`config.mk`:
```
export PLATFORM = sky130hd
export DESIGN_NAME = bram_result_reader
export DESIGN_NICKNAME = d
export VERILOG_FILES = /design/src/rtl/bram_result_reader_pkg.sv /design/src/rtl/bram_result_reader_lane_unpacker.sv /design/src/rtl/bram_result_reader.sv
export SDC_FILE = /design/constraint.sdc
export NUM_CORES = 1
export LEC_CHECK = 0
export ABC_AREA = 1
export BUFFER_PORTS_ARGS = -buffer_cell sky130_fd_sc_hd__buf_2
export CAP_MARGIN = 20
export CELL_PAD_IN_SITES_DETAIL_PLACEMENT = 1
export CELL_PAD_IN_SITES_GLOBAL_PLACEMENT = 1
export CORE_ASPECT_RATIO = 0.9
export CORE_UTILIZATION = 40
export DETAILED_ROUTE_END_ITERATION = 6
export PLACE_DENSITY = 0.86
export SLEW_MARGIN = 20
export SYNTH_ARGS = -nofsm -noshare
export SYNTH_HDL_FRONTEND = slang
export SYNTH_SLANG_ARGS = --single-unit
```
`constraint.sdc`:
```
create_clock -name clk -period 3.15 [get_ports clk]
set_input_delay 0.1575 -clock clk [delete_from_list [all_inputs] [get_ports clk]]
set_output_delay 0.1575 -clock clk [all_outputs]
set_load 0.01 [all_outputs]
```
`src/rtl/bram_result_reader_pkg.sv`:
```
// Shared definitions for the BRAM1 result reader.
// Holds the reader FSM state encoding and the lane-order constants used by
// both the controller and the lane unpacker.
package bram_result_reader_pkg;

  typedef enum logic [2:0] {
    StIdle = 3'd0,
    StReq  = 3'd1,
    StCapt = 3'd2,
    StSend = 3'd3,
    StDone = 3'd4
  } state_e;

  // Index of the final lane of a word; lanes are counted 0..LastLane.
  localparam logic [1:0] LastLane = 2'd3;

  // Lane 0 is the most significant slice of the word.
  localparam bit LaneMsbFirst = 1'b1;

endpackage

```
`src/rtl/bram_result_reader_lane_unpacker.sv`:
```
// Combinational lane selector: splits a buffered BRAM word into four
// OUT_WIDTH lanes and presents the one addressed by lane_idx_i.
// Ports:
//   word_i     - buffered BRAM1 word (4*OUT_WIDTH bits)
//   lane_idx_i - lane number, 0..3, in transmit order
//   lane_o     - selected lane
module lane_unpacker
  import bram_result_reader_pkg::*;
#(
  parameter int unsigned OUT_WIDTH = 16
) (
  input  logic [4*OUT_WIDTH-1:0] word_i,
  input  logic [1:0]             lane_idx_i,
  output logic [OUT_WIDTH-1:0]   lane_o
);

  // Physical slot counted from the LSB end of the word.
  logic [1:0] slot;

  assign slot   = LaneMsbFirst ? (LastLane - lane_idx_i) : lane_idx_i;
  assign lane_o = word_i[slot*OUT_WIDTH +: OUT_WIDTH];

endmodule

```
`src/rtl/bram_result_reader.sv`:
```
// BRAM1 result reader: on a start pulse, reads read_count_i words from
// BRAM1 (1-cycle read latency) and streams each word out as four
// OUT_WIDTH lanes, MSB lane first, over a valid/ready handshake.
// Ports:
//   clk, reset_n          - clock and synchronous active-high reset (1 = reset)
//   start_read_i          - one-cycle start pulse, honoured only when idle
//   read_count_i          - number of words to drain, sampled with start
//   addr_b1_o, ce_b1_o    - BRAM1 read address / chip enable
//   we_b1_o               - BRAM1 write enable, tied low
//   q_b1_i                - BRAM1 read data
//   m_valid_o, m_ready_i  - result stream handshake
//   m_data_o, m_last_o    - result lane and end-of-drain marker
//   idle_o, read_o, done_o - state flags
module bram_result_reader
  import bram_result_reader_pkg::*;
#(
  parameter int unsigned CNT_BIT   = 31,
  parameter int unsigned DWIDTH_2  = 64,
  parameter int unsigned AWIDTH    = 8,
  parameter int unsigned OUT_WIDTH = 16
) (
  input  logic                 clk,
  input  logic                 reset_n,
  input  logic                 start_read_i,
  input  logic [CNT_BIT-1:0]   read_count_i,
  output logic [AWIDTH-1:0]    addr_b1_o,
  output logic                 ce_b1_o,
  output logic                 we_b1_o,
  input  logic [DWIDTH_2-1:0]  q_b1_i,
  output logic                 m_valid_o,
  input  logic                 m_ready_i,
  output logic [OUT_WIDTH-1:0] m_data_o,
  output logic                 m_last_o,
  output logic                 idle_o,
  output logic                 read_o,
  output logic                 done_o
);

  if (DWIDTH_2 != 4 * OUT_WIDTH) begin : g_width_check
    $error("DWIDTH_2 must equal 4*OUT_WIDTH");
  end

  state_e               state_q;
  logic [CNT_BIT-1:0]   count_q;
  logic [CNT_BIT-1:0]   word_idx_q;
  logic [1:0]           lane_idx_q;
  logic [DWIDTH_2-1:0]  buf_q;
  logic [AWIDTH-1:0]    addr_q;
  logic                 ce_q;
  logic                 valid_q;
  logic                 last_q;
  logic                 idle_q;
  logic                 read_q;
  logic                 done_q;

  logic                 last_word;
  logic [OUT_WIDTH-1:0] lane_data;

  // Only meaningful once a non-zero count has been latched.
  assign last_word = (word_idx_q == count_q - CNT_BIT'(1));

  lane_unpacker #(
    .OUT_WIDTH (OUT_WIDTH)
  ) u_lane_unpacker (
    .word_i     (buf_q),
    .lane_idx_i (lane_idx_q),
    .lane_o     (lane_data)
  );

  // Flags are registered and updated on the same edge as the state they
  // describe. addr_q tracks the low bits of word_idx_q, so it wraps on its own.
  always_ff @(posedge clk) begin
    if (reset_n) begin
      state_q    <= StIdle;
      count_q    <= '0;
      word_idx_q <= '0;
      lane_idx_q <= '0;
      buf_q      <= '0;
      addr_q     <= '0;
      ce_q       <= 1'b0;
      valid_q    <= 1'b0;
      last_q     <= 1'b0;
      idle_q     <= 1'b1;
      read_q     <= 1'b0;
      done_q     <= 1'b0;
    end else begin
      unique case (state_q)
        StIdle: begin
          if (start_read_i) begin
            count_q    <= read_count_i;
            word_idx_q <= '0;
            lane_idx_q <= '0;
            addr_q     <= '0;
            idle_q     <= 1'b0;
            if (read_count_i != '0) begin
              state_q <= StReq;
              ce_q    <= 1'b1;
              read_q  <= 1'b1;
            end else begin
              state_q <= StDone;
              done_q  <= 1'b1;
            end
          end
        end
        StReq: begin
          ce_q    <= 1'b0;
          state_q <= StCapt;
        end
        StCapt: begin
          buf_q   <= q_b1_i;
          valid_q <= 1'b1;
          last_q  <= 1'b0;
          state_q <= StSend;
        end
        StSend: begin
          if (m_ready_i) begin
            if (lane_idx_q == LastLane) begin
              valid_q <= 1'b0;
              last_q  <= 1'b0;
              if (last_word) begin
                state_q <= StDone;
                read_q  <= 1'b0;
                done_q  <= 1'b1;
              end else begin
                word_idx_q <= word_idx_q + 1'b1;
                lane_idx_q <= '0;
                addr_q     <= addr_q + 1'b1;
                ce_q       <= 1'b1;
                state_q    <= StReq;
              end
            end else begin
              lane_idx_q <= lane_idx_q + 2'd1;
              last_q     <= last_word && ((lane_idx_q + 2'd1) == LastLane);
            end
          end
        end
        StDone: begin
          done_q  <= 1'b0;
          idle_q  <= 1'b1;
          state_q <= StIdle;
        end
        default: begin
          state_q <= StIdle;
        end
      endcase
    end
  end

  assign addr_b1_o = addr_q;
  assign ce_b1_o   = ce_q;
  assign we_b1_o   = 1'b0;
  assign m_valid_o = valid_q;
  // Keep the data bus quiet when no lane is offered.
  assign m_data_o  = valid_q ? lane_data : '0;
  assign m_last_o  = last_q;
  assign idle_o    = idle_q;
  assign read_o    = read_q;
  assign done_o    = done_q;

endmodule
```
==> results of run 1 <==
==> worst max-delay path, stage by stage, from the launching register on <==
cell	delay [ps]
dfxtp_1	330
inv_2	90
ha_1	240
nand3_4	160
nor2_4	230
nand2_2	110
o21ai_1	130
nand2_1	100
nand2_1	80
nand2_1	50
nor2_1	130
nand2_1	90
nor2_2	220
nand2_2	100
nand2_4	100
nand2_4	120
nand2_8	270
nand2_1	130
a21oi_1	170
==> flip-flops by register name, summed over array words and instances (netlist names) <==
name	flops
ce_b1_o	1
m_last_o	1
state_q	3
word_idx_q	31
count_q	31
done_o	1
addr_b1_o	8
lane_idx_q	2
buf_q	64
read_o	1
m_valid_o	1
idle_o	1
==> through the flow <==
step | utilization | cells
after CTS | 0.501 | 1674
after floorplan | - | 1276
after detailed placement | 0.451 | 1604
after global routing | 0.502 | 1676
final | 0.502 | 1677
after global placement | 0.451 | 1604
==> Yosys cell counts (all sizes together) <==
cell,n,area (µm²)
and2,3,18.8
nand2,228,918
xnor3,1,22.5
nor3,21,105
o21bai,1,7.51
nor3b,2,15.0
clkbuf,55,206
buf,12,81.3
nor2,211,855
a21oi,159,833
a31oi,1,6.26
o21ai,137,686
xor2,37,324
a31o,1,8.76
conb,1,3.75
dfxtp,145,2900
nand3b,9,67.6
nand3,74,383
ha,5,62.6
nor4,15,93.8
inv,126,473
or2,5,31.3
xnor2,13,114
nand4,14,87.6
==> worst paths after layout <==
kind	slack (ps)	end	depth (start not counted)
hold / removal	0.4	buf_q[17]$_SDFFE_PP0P_	3
setup reg to reg	200	word_idx_q[23]$_SDFFE_PP0P_	18
hold reg to reg	450	done_o$_SDFFE_PP0P_	2
setup / recovery	200	word_idx_q[23]$_SDFFE_PP0P_	18
==> cells in the final DEF, fill, tap and decap left out, types with 2 or more instances in the layout <==
cell type and count:
inv_1 114, bufinv_16 3, o21ai_0 131, clkbuf_16 17, nand3b_1 9, dfxtp_1 145, nor2_1 192, inv_6 6
dlygate4sd3_1 38, and2_0 2, inv_2 12, nor2_2 14, nor3b_1 2, ha_1 5, nand3_1 73, a21oi_2 10
nand2_2 17, a21oi_1 149, nor4_1 15, nand2_1 208, diode_2 3, xnor2_1 13, buf_2 128, xor2_1 37
nand4_1 14, o21ai_1 6, inv_8 4, nor3_1 21, nand2_4 2, nor2_4 5, or2_2 3, buf_4 11
==> layout make-up <==
cell class / count / area, µm²
fillers: 2666 / 10000
well taps: 255 / 319
flip-flops and latches: 145 / 2900
inverters: 126 / 473
multi-input cells: 938 / 4660
clock buffers: 17 / 425
repair buffers: 178 / 1120
diodes: 3 / 7.51
clock inverters: 15 / 209
==> layer usage <==
metal  part of all wire  track usage  vias to the layer above
li1                   -            -                     4412
met1               0.42        0.323                     4383
met2               0.50        0.507                      244
met4              0.030        0.116                        6
met3              0.050       0.0697                       77
met5             0.0012            0                        -
==> kinds of logic after synthesis <==
kind of cell | Yosys count
other | 1
AO/OA/AOI/OAI | 299
AND/OR/NAND/NOR | 582
flip-flops | 145
buffers and inverters | 193
adder cells (fa/ha/maj) | 5
XOR/XNOR | 51
==> power by group through the flow <==
stage	combinational [mW]	clock, mW	sequential, mW
after CTS	3.52	2.26	2.65
after global placement	3.30	0	2.66
after global routing	4.01	2.34	2.72
after floorplan	2.57	0	2.60
after detailed placement	3.41	0	2.68
final	3.61	2.24	2.67
==> repair_timing <==
item / in CTS / in global routing
hold buffers: 38 / 0
buffers inserted: 0 / 0
endpoints found under the hold margin: 38 / 0
setup endpoints to repair: 0 / 39
gates resized for setup: 0 / 1
==> results by group, run 1 <==
Die
  • Die area: 0.0213 mm²
  • Io pins: 130
  • # rows: 49
  • Initial Util: 0.412
  • CORE AREA: 0.0202 mm²
  • Die X: 154 µm
  • Die H: 139 µm

Logic synthesis
  • Largest family of logic cells by synthesized area: simple AND/OR/NAND/NOR gates
  • Post-synthesis cell type count: 39
  • Synth warnings: 0
  • FF+latch count, synth: 145
  • XOR/XNOR share of the synthesized area: 0.0554
  • Syn_area_per_cell: 6.51 µm²
  • Mux cell area share after synthesis: 0
  • Syn Nets: 1380
  • Register area share after synthesis: 0.349
  • Synth Area in Compound Gates: 0.186
  • Post-synthesis simple-gate area fraction: 0.310
  • Synthesized area: 0.00831 mm²
  • Post-Synth Adder-Cell Area: 0.00753
  • Synth Instances: 1276

Setup path
  • Critical path peak fanout: 39
  • CP Capture Type: flop
  • Worst Setup SP: count_q[0]$_SDFFE_PP0P_
  • Worst path required time: 3510 ps
  • FF-to-FF Start: count_q[0]$_SDFFE_PP0P_
  • Setup crit start kind: flop
  • Kind of critical path: flop to flop
  • WP data arrival: 3310 ps

Routing
  • Final antenna-violating net count: 0
  • Total number of vias: 9122
  • Vias per cell: 5.44
  • Final WL: 30000 µm
  • TritonRoute pass-1 iters: 5
  • Initial DRC Count: 506
  • Routed wire per std cell: 17.9 µm
  • DRC: 0

Timing
  • F_max: 0.339 GHz
  • Fin crit period: 2950 ps
  • Setup TNS: 0 ps
  • Final period util: 0.936
  • Slew margin rel.: 0.536
  • Setup slack after layout: 200 ps
  • Worst hold-check slack: 0.403 ps
  • Hold Fails Final Rpt: 0
  • Max Clock Skew: 12.2 ps
  • Setup Viol. Count Final: 0
  • Slew Viols, Final: 0
  • Worst Max-Slew Pin Slew: 695 ps

Pwr
  • Leakage: 4.07 nW
  • PD cells: 841 mW/mm²
  • Sw power: 3.82 mW
  • Sw frac: 0.449
  • Combinational Power Share: 0.424
  • Tot Pwr: 8.52 mW
  • Peak supply drop: 0.460 mV
  • Clock Power Share: 0.263
  • Reg power frac: 0.313
  • P_int: 4.69 mW

Finish
  • Layout Nets: 1510
  • Design area: 0.0101 mm²
  • Share of layout cells above drive strength 1: 0.168
  • Synth-to-layout area growth: 21.9%

Clock network
  • CTS tree: done
  • Worst-path clk slew: 70 ps
  • Largest buffer count on any clock path: 2
  • Worst-skew pair later-pin latency: 440 ps
  • Num CTS Buffers: 17
  • # H-tree levels: 4
  • CTS root buf: clkbuf_16
  • CTS sink cnt: 145

Global route
  • GRT Util Overall: 0.284
  • Vias in the first global route: 9494
  • First-pass GRT wire length: 48300 µm
  • Initial antenna violation count: 7
  • GRT overflow: 0
  • Maximum number of pins on one net before global-route repair: 63

Hold path
  • Hold path start: q_b1_i[17]
  • HP Class: input port to flop

Place
  • PortBufs: 128
  • Placed Area: 0.00909 mm²
  • Post-Place Setup Slack: 131 ps
  • Post-DP HPWL: 19900 µm
  • Final GP Congestion: 0.948

Run status
  • Outcome: finished, final reports clean

Job
  • # Max-Cap Violations: 0
(Power assumes the default switching activity.)
==> run 2, diff against run 1 <==
CELL_PAD_IN_SITES_DETAIL_PLACEMENT = not set   (was 1)
CELL_PAD_IN_SITES_GLOBAL_PLACEMENT = not set   (was 1)
CORE_MARGIN = 2   (was not set)
CORE_UTILIZATION = 58   (was 40)
PLACE_DENSITY = not set   (was 0.86)
PLACE_DENSITY_LB_ADDON = 0.2   (was not set)
==> results by group, run 2 (same netlist as run 1, synthesis figures left out) <==
Run status
  • Outcome: finished, final reports clean

Global route
  • First-pass GRT wire length: 38800 µm (-20%)
  • GRT Util Overall: 0.319 (+0.0344)
  • GRT overflow: 0 (unchanged)
  • Vias in the first global route: 8233 (-13%)
  • Maximum number of pins on one net before global-route repair: 56 (-11%)
  • Initial antenna violation count: 1 (-6)

Routing
  • DRC: 0 (unchanged)
  • Initial DRC Count: 702 (+39%)
  • Total number of vias: 8824 (-3.3%)
  • Final WL: 24300 µm (-19%)
  • Final antenna-violating net count: 0 (unchanged)
  • Routed wire per std cell: 15.1 µm (-16%)
  • Vias per cell: 5.48 (+0.76%)
  • TritonRoute pass-1 iters: 5 (unchanged)

Timing
  • Slew margin rel.: 0.424 (-0.112)
  • RSZ-0062 raised after global routing: no
  • Hold Fails Final Rpt: 0 (unchanged)
  • Max Clock Skew: 7.30 ps (-4.89 ps)
  • Setup Viol. Count Final: 0 (unchanged)
  • F_max: 0.358 GHz (+5.5%)
  • Setup TNS: 0 ps (unchanged)
  • Worst Max-Slew Pin Slew: 860 ps (+165 ps)
  • Final period util: 0.887 (-0.0491)
  • Setup slack after layout: 355 ps (+155 ps)
  • Slew Viols, Final: 0 (unchanged)
  • Fin crit period: 2800 ps (-155 ps)

Finish
  • Design area: 0.00996 mm² (-1.6%)
  • Flip-flop count of the largest register after layout: 64 (unchanged)
  • Layout Nets: 1508 (-0.13%)
  • Finished Layout Cells: 1610 (-4.0%)
  • Multi-input combinational cell area: 0.00466 mm² (-0.11%)
  • Most common cell after layout, fill and taps aside: nand2_1
  • Synth-to-layout area growth: 19.9%
  • Ant diodes: 0 (-3)
  • Sequential cell area: 0.00290 mm² (unchanged)
  • Share of layout cells above drive strength 1: 0.170 (+0.00235)
  • Filler cell count in the final layout: 1251 (-53%)
  • Largest registers: buf_q x64, count_q x31, word_idx_q x31
  • Most frequent cells in the layout: 208 x nand2_1, 192 x nor2_1, 149 x a21oi_1
  • Reg with most FFs: buf_q

Setup path
  • Setup crit start kind: flop
  • Worst Setup SP: count_q[0]$_SDFFE_PP0P_
  • Setup crit end: word_idx_q[19]$_SDFFE_PP0P_
  • Kind of critical path: flop to flop
  • Reg2Reg Setup Slack: 350 ps (+150 ps)
  • R2R depth: 18 (unchanged)
  • FF-to-FF Start: count_q[0]$_SDFFE_PP0P_
  • Worst path required time: 3440 ps (-70 ps)
  • WP data arrival: 3090 ps (-220 ps)
  • Worst R2R End: word_idx_q[19]$_SDFFE_PP0P_
  • Critical path peak fanout: 31 (-21%)
  • CP Capture Type: flop

Place
  • Post-Place Setup Slack: 270 ps (+139 ps)
  • Placed Area: 0.00904 mm² (-0.58%)
  • Post-DP HPWL: 16900 µm (-15%)
  • Final GP Congestion: 0.941 (-0.79%)
  • Dpl cells: 1546 (-3.6%)
  • PortBufs: 128 (unchanged)

Clock network
  • # H-tree levels: 4 (unchanged)
  • CTS sink cnt: 145 (unchanged)
  • Largest buffer count on any clock path: 2 (unchanged)
  • Postcts setup bufs: 0 (unchanged)
  • Worst-path clk slew: 60 ps (about the same)
  • Num CTS Buffers: 17 (unchanged)
  • CTS tree: done
  • CTS root buf: clkbuf_16
  • Worst-skew pair later-pin latency: 430 ps (about the same)

Job
  • # Max-Cap Violations: 0 (unchanged)

Die
  • # rows: 41 (-16%)
  • CORE AREA: 0.0140 mm² (-31%)
  • Initial Util: 0.593 (+0.181)
  • Die area: 0.0153 mm² (-28%)
  • Die H: 118 µm (-15%)
  • Die X: 130 µm (-15%)
  • Io pins: 130 (unchanged)

Hold path
  • HP Class: input port to flop

Pwr
  • Peak supply drop: 0.606 mV (+32%)
  • Leakage: 4.03 nW (-0.89%)
  • PD cells: 816 mW/mm² (-2.9%)
run 2: area by class of cell:
| type | count | area share |
|---|---|---|
| Multi-Input combinational cell | 938 | 0.468 |
| Clock inverter | 13 | 0.0147 |
| Timing Repair Buffer | 176 | 0.110 |
| Sequential cell | 145 | 0.291 |
| Tap cell | 193 | 0.0242 |
| Inverter | 126 | 0.0475 |
| Clock buffer | 19 | 0.0445 |
run 2: worst min-delay path by stage:
stage                                  end  cells past startpoint        from  slack [ps]
CTS                 buf_q[29]$_SDFFE_PP0P_                      3  q_b1_i[29]         0.8
detailed placement  buf_q[54]$_SDFFE_PP0P_                      3  q_b1_i[54]         380
global route        buf_q[29]$_SDFFE_PP0P_                      3  q_b1_i[29]           6
floorplan            buf_q[0]$_SDFFE_PP0P_                      2   q_b1_i[0]         290
finish              buf_q[41]$_SDFFE_PP0P_                      3  q_b1_i[41]           3
global placement    buf_q[55]$_SDFFE_PP0P_                      3  q_b1_i[55]         380
run 2: repair_timing:
| item | in CTS | in global routing |
|---|---|---|
| setup endpoints to repair | 0 | 16 |
| resized for setup | 0 | 1 |
| hold buffers | 32 | 0 |
| endpoints found under the hold margin | 32 | 0 |
run 2: per-stage QoR:
step	power [mW]	hold WS, ps	utilization
5_1_grt	8.70	5.97	0.711
2_1_floorplan	5.17	292	-
6_report	8.13	2.82	0.711
4_1_cts	8.05	0.792	0.711
3_5_place_dp	5.99	383	0.646
3_3_place_gp	5.92	377	0.646
run 2: layer usage:
layer,vias up,global-route usage,routed length [µm]
met5,-,0,0
li1,4405,-,-
met2,333,0.538,11800
met1,4028,0.378,10000
met3,58,0.0836,1620
met4,0,0.139,837
run 2: worst max-delay path, stage by stage (launching register included):
cell and delay (ps):
dfxtp_1 320, inv_2 90, ha_1 240, nand3_4 160, nor2_4 200, nand2_2 100
o21ai_1 120, nand2_1 80, nand2_1 70, nand2_1 50, nor2_1 120, nand2_1 80
nor2_2 230, nand2_2 100, nand2_4 100, nand2_4 110, buf_4 260, nand3_1 130
a21oi_1 70
run 2: power by group:
part	internal, mW	switching [mW]	total, mW
Sequential	2.33	0.296	2.63
Clock	1.20	0.846	2.05
Combinational	1.08	2.37	3.46
==> run 3, diff against run 2 <==
==> constraint.sdc (replaced) <==
create_clock -name clk -period 3.15 [get_ports clk]
set_input_delay 0.63 -clock clk [delete_from_list [all_inputs] [get_ports clk]]
set_output_delay 0.63 -clock clk [all_outputs]
set_load 0.01 [all_outputs]
==> results by group, run 3 (same netlist as run 1, synthesis figures left out) <==
Run status
  • Outcome: finished, final reports clean

Hold path
  • HP Class: input port to flop
  • Hold path depth: 3 (unchanged)

Die
  • Initial Util: 0.593 (unchanged)
  • # rows: 41 (unchanged)
  • Die area: 0.0153 mm² (unchanged)
  • Die H: 118 µm (unchanged)
  • CORE AREA: 0.0140 mm² (unchanged)
  • Die X: 130 µm (unchanged)
  • Io pins: 130 (unchanged)

Setup path
  • Critical path peak fanout: 34 (+9.7%)
  • Setup crit start kind: flop
  • Crit path largest cell delay: 700 ps (+380 ps)
  • Critical-path top delay cell: dfxtp_1
  • Most frequent CP cell: a21oi_1
  • Kind of critical path: flop to output pin
  • Crit path cell chain: inv_2 > a21oi_1 > o21ai_0 > a21oi_1 > buf_2
  • Worst path required time: 2520 ps (-920 ps)
  • CP bufs+invs: 2 (unchanged)
  • CP top delay family: flip-flops
  • Critical Path Stages: 5 (-13)
  • WP data arrival: 2260 ps (-830 ps)
  • CP Capture Type: output pin
  • R2R depth: 18 (unchanged)

Routing
  • Total number of vias: 8506 (-3.6%)
  • Final antenna-violating net count: 0 (unchanged)
  • DRC: 0 (unchanged)
  • Routed wire per std cell: 14.6 µm (-3.1%)
  • Initial DRC Count: 676 (-3.7%)
  • TritonRoute pass-1 iters: 6 (+1)
  • Final WL: 23000 µm (-5.2%)
  • Vias per cell: 5.40 (-1.5%)

Timing
  • Slew Viols, Final: 0 (unchanged)
  • Fin crit period: 2890 ps (+97.3 ps)
  • RSZ-0062 raised after global routing: no
  • Slew margin rel.: 0.404 (-0.0201)
  • Worst Max-Slew Pin Slew: 890 ps (+30.1 ps)
  • Hold Fails Final Rpt: 0 (unchanged)
  • Final period util: 0.918 (+0.0309)
  • Setup TNS: 0 ps (unchanged)
  • Setup Viol. Count Final: 0 (unchanged)
  • F_max: 0.346 GHz (-3.4%)
  • Max Clock Skew: 15.9 ps (+8.64 ps)

Clock network
  • Largest buffer count on any clock path: 2 (unchanged)
  • Worst-path clk slew: 60 ps (about the same)
  • Worst-skew pair later-pin latency: 430 ps (about the same)
  • Num CTS Buffers: 17 (unchanged)
  • # H-tree levels: 4 (unchanged)
  • CTS Hold Bufs: 0 (-100%)
  • CTS root buf: clkbuf_16
  • CTS tree: done
  • CTS sink cnt: 145 (unchanged)

Place
  • Final GP Congestion: 0.984 (+4.6%)
  • PortBufs: 128 (unchanged)
  • Post-DP HPWL: 16500 µm (-2.4%)
  • Placed Area: 0.00903 mm² (-0.17%)

Global route
  • Met1 Usage GRT: 0.389 (+0.0106)
  • GRT Util Overall: 0.309 (-0.0100)
  • Initial antenna violation count: 0 (-1)
  • First-pass GRT wire length: 37700 µm (-2.9%)
  • Gr busiest metal: met2
  • Maximum number of pins on one net before global-route repair: 100 (+79%)
  • Grt met3 use: 0.0714 (-0.0123)
  • GRT overflow: 0 (unchanged)
  • Global Route met2 Usage: 0.520 (-0.0180)
  • Vias in the first global route: 7829 (-4.9%)

Finish
  • Synth-to-layout area growth: 15.3%
  • Reg with most FFs: buf_q
  • Filler cell count in the final layout: 1279 (+2.2%)
  • Share of layout cells above drive strength 1: 0.171 (+0.000689)
  • Design area: 0.00958 mm² (-3.8%)
  • Most common cell after layout, fill and taps aside: nand2_1
  • Layout Nets: 1474 (-2.3%)
  • Largest registers: buf_q x64, count_q x31, word_idx_q x31
  • Ant diodes: 0 (unchanged)
  • Flip-flop count of the largest register after layout: 64 (unchanged)
  • Most frequent cells in the layout: 208 x nand2_1, 192 x nor2_1, 149 x a21oi_1

Pwr
  • Peak supply drop: 0.564 mV (-7.0%)
  • Leakage: 3.86 nW (-4.2%)
  • PD cells: 825 mW/mm² (+1.0%)

Job
  • # Max-Cap Violations: 0 (unchanged)
[run 3: cell types whose count changed in the layout (fill, tap and decap cells not counted)]
cell,delta
clkinvlp_4,+1
clkbuf_8,-1
bufinv_16,-1
clkbuf_1,+2
inv_6,-3
dlygate4sd3_1,-32
buf_4,-2
clkinv_4,+1
[run 3: what timing repair did]
action,in CTS,in global routing
endpoints found under the setup margin,0,1
setup buffers,0,0
gates resized for setup,0,1
[run 3: power breakdown]
| part | internal (mW) | total [mW] | switching, mW | leakage (nW) |
|---|---|---|---|---|
| combinational | 1.04 | 3.35 | 2.30 | 2.42 |
| sequential | 2.33 | 2.66 | 0.324 | 1.19 |
| clock | 1.09 | 1.90 | 0.810 | 0.258 |
[run 3: final timing paths]
path	startpoint	endpoint	slack, ps
hold / removal	q_b1_i[7]	buf_q[7]$_SDFFE_PP0P_	420
setup / recovery	lane_idx_q[0]$_SDFFE_PP0P_	m_data_o[10]	260
hold reg to reg	done_o$_SDFFE_PP0P_	done_o$_SDFFE_PP0P_	440
setup reg to reg	count_q[0]$_SDFFE_PP0P_	word_idx_q[25]$_SDFFE_PP0P_	330
[run 3: routing by layer]
metal | up-vias | share of wire
li1 | 4342 | -
met1 | 3802 | 0.42
met2 | 308 | 0.48
met3 | 54 | 0.070
met4 | 0 | 0.027
met5 | - | 0
[run 3: layout make-up]
cell class / count / area (µm²) / area share
sequential: 145 / 2900 / 0.303
tap: 193 / 241 / 0.0252
timing repair buffer: 142 / 758 / 0.0792
inverter: 126 / 473 / 0.0494
multi-input combinational: 938 / 4660 / 0.486
clock inverter: 11 / 106 / 0.0111
clock buffer: 20 / 437 / 0.0456
[run 3: per-stage QoR]
stage	util	hold WS (ps)	cells	setup slack, ps	power (mW)
4_1_cts	0.683	417	1575	270	7.86
6_report	0.684	416	1575	257	7.90
2_1_floorplan	-	430	1276	811	5.17
5_1_grt	0.684	426	1575	70.9	8.50
3_3_place_gp	0.645	432	1544	399	5.91
3_5_place_dp	0.645	433	1544	303	5.95
[run 3: worst reg2reg max path, cell delays in order (launching register included)]
cell	delay [ps]
dfxtp_1	330
inv_2	90
ha_1	220
nand3_4	150
nor2_4	210
nand2_2	110
o21ai_1	130
nand2_1	100
nand2_1	80
nand2_1	50
nor2_1	160
nand2_1	80
nor2_2	220
nand2_2	100
nand2_4	100
nand2_4	70
buf_4	270
nand3_1	160
a21oi_1	90
